**src/rtl/alu_op_sequencer.sv**
```systemverilog
// Command sequencer for the 4-bit-opcode calculator datapath: registers one
// operation, holds the ALU inputs ALU_LAT cycles, captures and returns the result.
module alu_op_sequencer #(
  parameter int N       = 4,
  parameter int ALU_LAT = 1,
  parameter int CW      = 8
) (
  input  logic             clk,
  input  logic             rst,
  input  logic             cmd_valid,
  output logic             cmd_ready,
  input  logic [3:0]       cmd_op,
  input  logic [N-1:0]     cmd_a,
  input  logic [N-1:0]     cmd_b,
  input  logic             cmd_use_acc,
  output logic [3:0]       alu_op,
  output logic [N-1:0]     alu_a,
  output logic [N-1:0]     alu_b,
  input  logic [2*N-1:0]   alu_result,
  output logic             rsp_valid,
  input  logic             rsp_ready,
  output logic [2*N-1:0]   rsp_result,
  output logic             rsp_zero,
  output logic             rsp_err,
  output logic [N-1:0]     acc,
  output logic             busy,
  output logic [CW-1:0]    op_count
);

  localparam int CNTW = (ALU_LAT > 1) ? $clog2(ALU_LAT) : 1;

  typedef enum logic [1:0] {IDLE, EXEC, DONE} state_t;

  state_t            r_state;
  logic [CNTW-1:0]   r_wait;
  logic [3:0]        r_alu_op;
  logic [N-1:0]      r_alu_a;
  logic [N-1:0]      r_alu_b;
  logic              r_rsp_valid;
  logic [2*N-1:0]    r_rsp_result;
  logic              r_rsp_zero;
  logic              r_rsp_err;
  logic [N-1:0]      r_acc;
  logic [CW-1:0]     r_op_count;

  logic              w_div_zero;
  logic              w_res_zero;

  // Opcodes 3 (div) and 4 (mod) with a zero divisor are reported as errors.
  assign w_div_zero = ((r_alu_op == 4'd3) || (r_alu_op == 4'd4)) && (r_alu_b == '0);
  assign w_res_zero = (alu_result == '0);

  always_ff @(posedge clk) begin
    if (rst) begin
      r_state      <= IDLE;
      r_wait       <= '0;
      r_alu_op     <= '0;
      r_alu_a      <= '0;
      r_alu_b      <= '0;
      r_rsp_valid  <= 1'b0;
      r_rsp_result <= '0;
      r_rsp_zero   <= 1'b0;
      r_rsp_err    <= 1'b0;
      r_acc        <= '0;
      r_op_count   <= '0;
    end else begin
      case (r_state)
        IDLE: begin
          if (cmd_valid) begin
            r_alu_op <= cmd_op;
            r_alu_a  <= cmd_use_acc ? r_acc : cmd_a;
            r_alu_b  <= cmd_b;
            r_wait   <= CNTW'(ALU_LAT - 1);
            r_state  <= EXEC;
          end
        end
        EXEC: begin
          if (r_wait != '0) begin
            r_wait <= r_wait - CNTW'(1);
          end else begin
            if (w_div_zero) begin
              r_rsp_err    <= 1'b1;
              r_rsp_result <= '0;
              r_rsp_zero   <= 1'b0;
            end else begin
              r_rsp_err    <= 1'b0;
              r_rsp_result <= alu_result;
              r_rsp_zero   <= w_res_zero;
              r_acc        <= alu_result[N-1:0];
            end
            r_rsp_valid <= 1'b1;
            r_state     <= DONE;
          end
        end
        DONE: begin
          // rsp_* data stays put after the handshake; only valid drops.
          if (rsp_ready) begin
            r_rsp_valid <= 1'b0;
            r_op_count  <= r_op_count + CW'(1);
            r_state     <= IDLE;
          end
        end
        default: r_state <= IDLE;
      endcase
    end
  end

  assign cmd_ready  = (r_state == IDLE);
  assign busy       = (r_state != IDLE);
  assign alu_op     = r_alu_op;
  assign alu_a      = r_alu_a;
  assign alu_b      = r_alu_b;
  assign rsp_valid  = r_rsp_valid;
  assign rsp_result = r_rsp_result;
  assign rsp_zero   = r_rsp_zero;
  assign rsp_err    = r_rsp_err;
  assign acc        = r_acc;
  assign op_count   = r_op_count;

endmodule

```
**config.mk**
```make
export PLATFORM = sky130hd
export DESIGN_NAME = alu_op_sequencer
export DESIGN_NICKNAME = d
export VERILOG_FILES = /design/src/rtl/alu_op_sequencer.sv
export SDC_FILE = /design/constraint.sdc
export NUM_CORES = 1
export LEC_CHECK = 0
export CAP_MARGIN = 40
export CORE_UTILIZATION = 43
export CTS_BUF_LIST = sky130_fd_sc_hd__clkbuf_4
export DETAILED_ROUTE_END_ITERATION = 7
export PLACE_DENSITY_LB_ADDON = 0.05
export RECOVER_POWER = 25
export SLEW_MARGIN = 0
export SYNTH_ARGS = -nofsm -noshare
export SYNTH_HDL_FRONTEND = slang
export SYNTH_SLANG_ARGS = --single-unit
```
**constraint.sdc**
```tcl
create_clock -name clk -period 1.5 [get_ports clk]
set_clock_uncertainty 0.05 [all_clocks]
set_input_delay 0.15 -clock clk [delete_from_list [all_inputs] [get_ports clk]]
set_output_delay 0.15 -clock clk [all_outputs]
set_load 0.01 [all_outputs]
```
## Word level (Yosys, flattened, before mapping)

Cells that the tools add are included.
Widths: inputs -> output; s select.

- Add/sub/neg operators: 2
- Eq/ne operators: 7
- Mux-type cells: 14
- Bitwise gates (word level): 2
- Reductions and logical operators: 15

Operator list:

| kind | number |
|---|---|
| $reduce_and 3->1 | 3 |
| $add 8x1->8 const B | 1 |
| $logic_not 8->1 | 1 |
| $mux 8 | 1 |
| $reduce_and 2->1 | 4 |
| $mux 1 | 6 |
| $mux 2 | 3 |
| $ne 2x2->1 const B | 3 |
| $pmux 2 s3 | 1 |
| $reduce_bool 2->1 | 3 |
| $eq 4x2->1 const B | 1 |
| $eq 4x3->1 const B | 1 |
| $logic_not 4->1 | 1 |
| $mux 4 | 1 |
| $pmux 1 s2 | 2 |
| $eq 2x1->1 const B | 1 |
| $eq 2x2->1 const B | 1 |
| $logic_not 2->1 | 1 |
| $not 1->1 | 2 |
| $logic_and 1x1->1 | 1 |
| $logic_or 1x1->1 | 1 |
| $sub 1x1->1 const B | 1 |

- Register bits: 38
- Input port bits: 25
- Logic and storage cells: 51

## Longest topological paths before layout

- Depth after elaboration: 5
- Mapped depth: 6
- Depth with buffers taken out: 4

## Least setup slack after synthesis

No wires, ideal clock.

- Kind: reg-to-reg
- Start point: register r_alu_op[2] (netlist: alu_op[2])
- End point: register r_rsp_result[0] (netlist: rsp_result[0])
- Setup time: 0.060 ns
- Arrival: 1.277 ns
- Required time: 1.390 ns
- Setup slack: 0.113 ns
- Stages on the path, launching flop included: 5
- Period minus slack after synthesis: 1.387 ns
- Cells stage by stage: dfxtp_1 -> and3b_1 -> o211a_1 -> nor3_4 -> a22o_1

- Longest elaborated chain between the ends: 4
- Elaborated cells between the ends (all ways): 5

Ends and longest elaborated chain:

| element | RTL line | RTL |
|---|---|---|
| from (decl) | 36 | `logic [3:0] r_alu_op;` |
| from (signal assigned) | 70 | `r_alu_op <= cmd_op;` |
| $eq 4x2->1 / $eq 4x3->1 (equally long branches) | 50 | `assign w_div_zero = ((r_alu_op == 4'd3) \|\| (r_alu_op == 4'd4)) && (r_alu_b == '0);` |
| $logic_or 1x1->1 (*) | 50 |  |
| $logic_and 1x1->1 (*) | 50 |  |
| $mux 8 (*) | 81 | `if (w_div_zero) begin` |
| to (signal assigned) | 87 | `r_rsp_result <= alu_result;` |
| to (decl) | 40 | `logic [2*N-1:0] r_rsp_result;` |

Every way passes the cells marked *; elsewhere a longest branch is shown, timed or not.
A chain may end at the register's enable or synchronous reset.

## Worst setup path in the final report

- Start point: register r_alu_b[1] (netlist: alu_b[1])
- End point: output alu_b[1]

RTL lines:

| element | RTL line | RTL |
|---|---|---|
| from (decl) | 38 | `logic [N-1:0] r_alu_b;` |
| from (signal assigned) | 72 | `r_alu_b <= cmd_b;` |
| to (decl) | 18 | `output logic [N-1:0] alu_b,` |

No word-level cell between the ends.

==> run metrics <==
max-slew violations 0; worst-case clock buffer depth 2; final WL 3700 µm; number of max-cap violations 0; # hold bufs at CTS 0; startpoint types register; final setup fails 0; Worst Setup SP alu_b[1]; Root Driver clkbuf_4; vias in the first global route 1294; Max H-tree Level 2; crit path capture type output port; met2 usage between 30 and 40%; #FFs+latches synth 37; Bufs and invs on worst path 1; final hold viol count 0; DR vias/cell between 5 and 6; layout cell share with drive strength beyond 1 15.9%; CTS buffer count 5; RSZ-0062 raised after global routing no; Layout area overhead 56.7%; I/O pin total 62; Synth Cell Area 1450 µm²; maximum number of pins on one net before global-route repair 21; crit-path cells clkdlybuf4s50_1; Worst EP arrival 1.26 ns; Pleak between 0.8 and 0.9 nW; post-DP HPWL 2620 µm; Placer Congestion 0.780; Reg-to-Reg Start alu_op[2]; Post-Syn Nets 181; Post-synth EDFFs 0; Final Cell Area 2270 µm²; Die X 60.0 µm; critical path class register to output port; Async S/R FF share, synth 0%; FMAX 685 MHz; Port Buffers 61; Clock transition at path regs 0.11 ns; Std-Cell Core Area roughly 3100 µm²; worst-skew pair later-pin latency about 0.34 ns; initial antenna violation count 0; Syn Area/Cell 9.34 µm²; fin crit share slightly below 100%; met3 usage 6.71%; measured slew at the worst slew-check pin 0.592 ns; Pint 1.43 mW; Worst path slowest cell clkdlybuf4s50_1; Comb pwr share 18.6%; largest cells by area after synthesis dfxtp_1, a22o_1, a21oi_1; met1 Track Usage GR 27.3%; switching power 0.501 mW; fin util 72.5%; clock share of power 25.9%; max incr delay on CP 0.54 ns; Warnings, synthesis 0; die area approximately 3600 µm²; die height 60.0 µm; hold crit path type input port to register; most common library cells after synthesis dfxtp_1, nand2_1, nor2_1; Inst Count DP roughly 260; DR iter-0 viols 57; post-synthesis sequential area ratio 51.2%; Seq pwr share a little under three fifths; First-pass DRT Iterations 4; CP top delay family buffers and inverters; most frequent cell after synthesis dfxtp_1; # DRC 0; hold wc startpoint cmd_op[2]; total power density per cell area 850 nW/µm²; ys flop type dfxtp_1; layer with the highest usage met2; CTS sink cnt 37; first-pass GRT wire length 5800 µm; pre-CTS WS -0.0853 ns; Pwr Total 1.93 mW; Initial Util approximately 46%; worst vdd rail ir drop 645 µV; Via Count 1374; post-synth top area share roughly half; Worst Path Max Fanout 3; WP data required 1.30 ns; nets@finish 253; Sw Share 26.0%; GRT Total Usage ~22%; CTS tree done; Yosys top cell by area dfxtp_1; Avg WL per Cell 13.6 µm; Final Non-Filler Cells 271; final worst slack ~0.041 ns; Yosys cell types 34; Site Rows 20; max_slew headroom 60.4%; dpl cell area about 2200 µm²; remaining antenna violation count 0; outcome complete, no violations; # diodes 0; grt total ovfl 0; fin crit period ~1.5 ns; Mapped Cells 155
## repair_timing
action                                  4_1_cts  5_1_grt
buffers inserted                              2        0
pin swaps                                     3        0
cloned                                        0        0
gates resized for setup                      12       20
endpoints found under the setup margin       13       32
## stage by stage
| step | hold slack [ns] | TNS [ns] |
|---|---|---|
| after floorplan | 0.233 | 0 |
| after global placement | 0.408 | 0 |
| after detailed placement | 0.403 | -0.225 |
| after CTS | 0.285 | 0 |
| after global routing | 0.296 | 0 |
| final | 0.284 | 0 |
## metal layers
layer | vias to the layer above | part of all wire, %
li1 | 686 | -
met1 | 634 | 43
met2 | 45 | 50
met3 | 9 | 4.9
met4 | 0 | 2.3
met5 | - | 0
## kinds of logic (layout without fill, tap and decap cells)
kind of cell,Yosys count,count (layout),synth area share [%]
buffers and inverters,9,81,3.20
adder cells (fa/ha/maj),1,1,0.864
AO/OA/AOI/OAI,37,37,16.9
multiplexers,6,6,4.15
XOR/XNOR,5,5,3.02
flip-flops,37,37,51.2
AND/OR/NAND/NOR,60,60,20.7
## registers in the layout (all words and copies together), names as in the netlist
signal      flops
alu_b           4
alu_op          4
alu_a           4
rsp_err         1
r_state         2
acc             4
rsp_result      8
rsp_zero        1
rsp_valid       1
op_count        8
## final cells by class
class	instances	area, µm²
clock buffers	6	45.0
well taps	44	55.1
flip-flops and latches	37	757
inverters	1	3.75
clock inverters	1	3.75
fillers	258	860
repair buffers	73	726
multi-input cells	109	678
## cells in the final DEF, fill, tap and decap left out, types with 2 or more instances in the layout
cell type,count
nand2b_1,2
clkdlybuf4s50_1,46
and2_1,2
mux2i_1,6
dfxtp_1,26
buf_12,2
clkdlybuf4s25_1,12
a22o_1,9
a21oi_1,15
o21ai_0,5
xor2_1,4
dlygate4sd2_1,2
buf_4,10
nand2_1,20
or4_1,2
and3b_1,2
dfxtp_2,10
nand3_1,6
nor2_1,15
a211oi_1,4
clkbuf_4,6
## power by group through the flow
stage | logic (mW) | clock network (mW) | registers (mW)
after global routing | 0.388 | 0.558 | 1.07
after detailed placement | 0.352 | 0 | 1.09
after global placement | 0.344 | 0 | 1.08
final | 0.358 | 0.500 | 1.07
after floorplan | 0.126 | 0 | 1.10
after CTS | 0.360 | 0.511 | 1.07
## final timing paths
path / end / slack [ns] / cells after the start
worst max register to register: rsp_result[7] / 0.06 / 5
worst min-delay path: alu_op[2] / 0.28 / 3
worst min register to register: alu_b[3] / 0.43 / 2
worst max-delay path: alu_b[1] / 0.04 / 1
(Power assumes the default switching activity.)
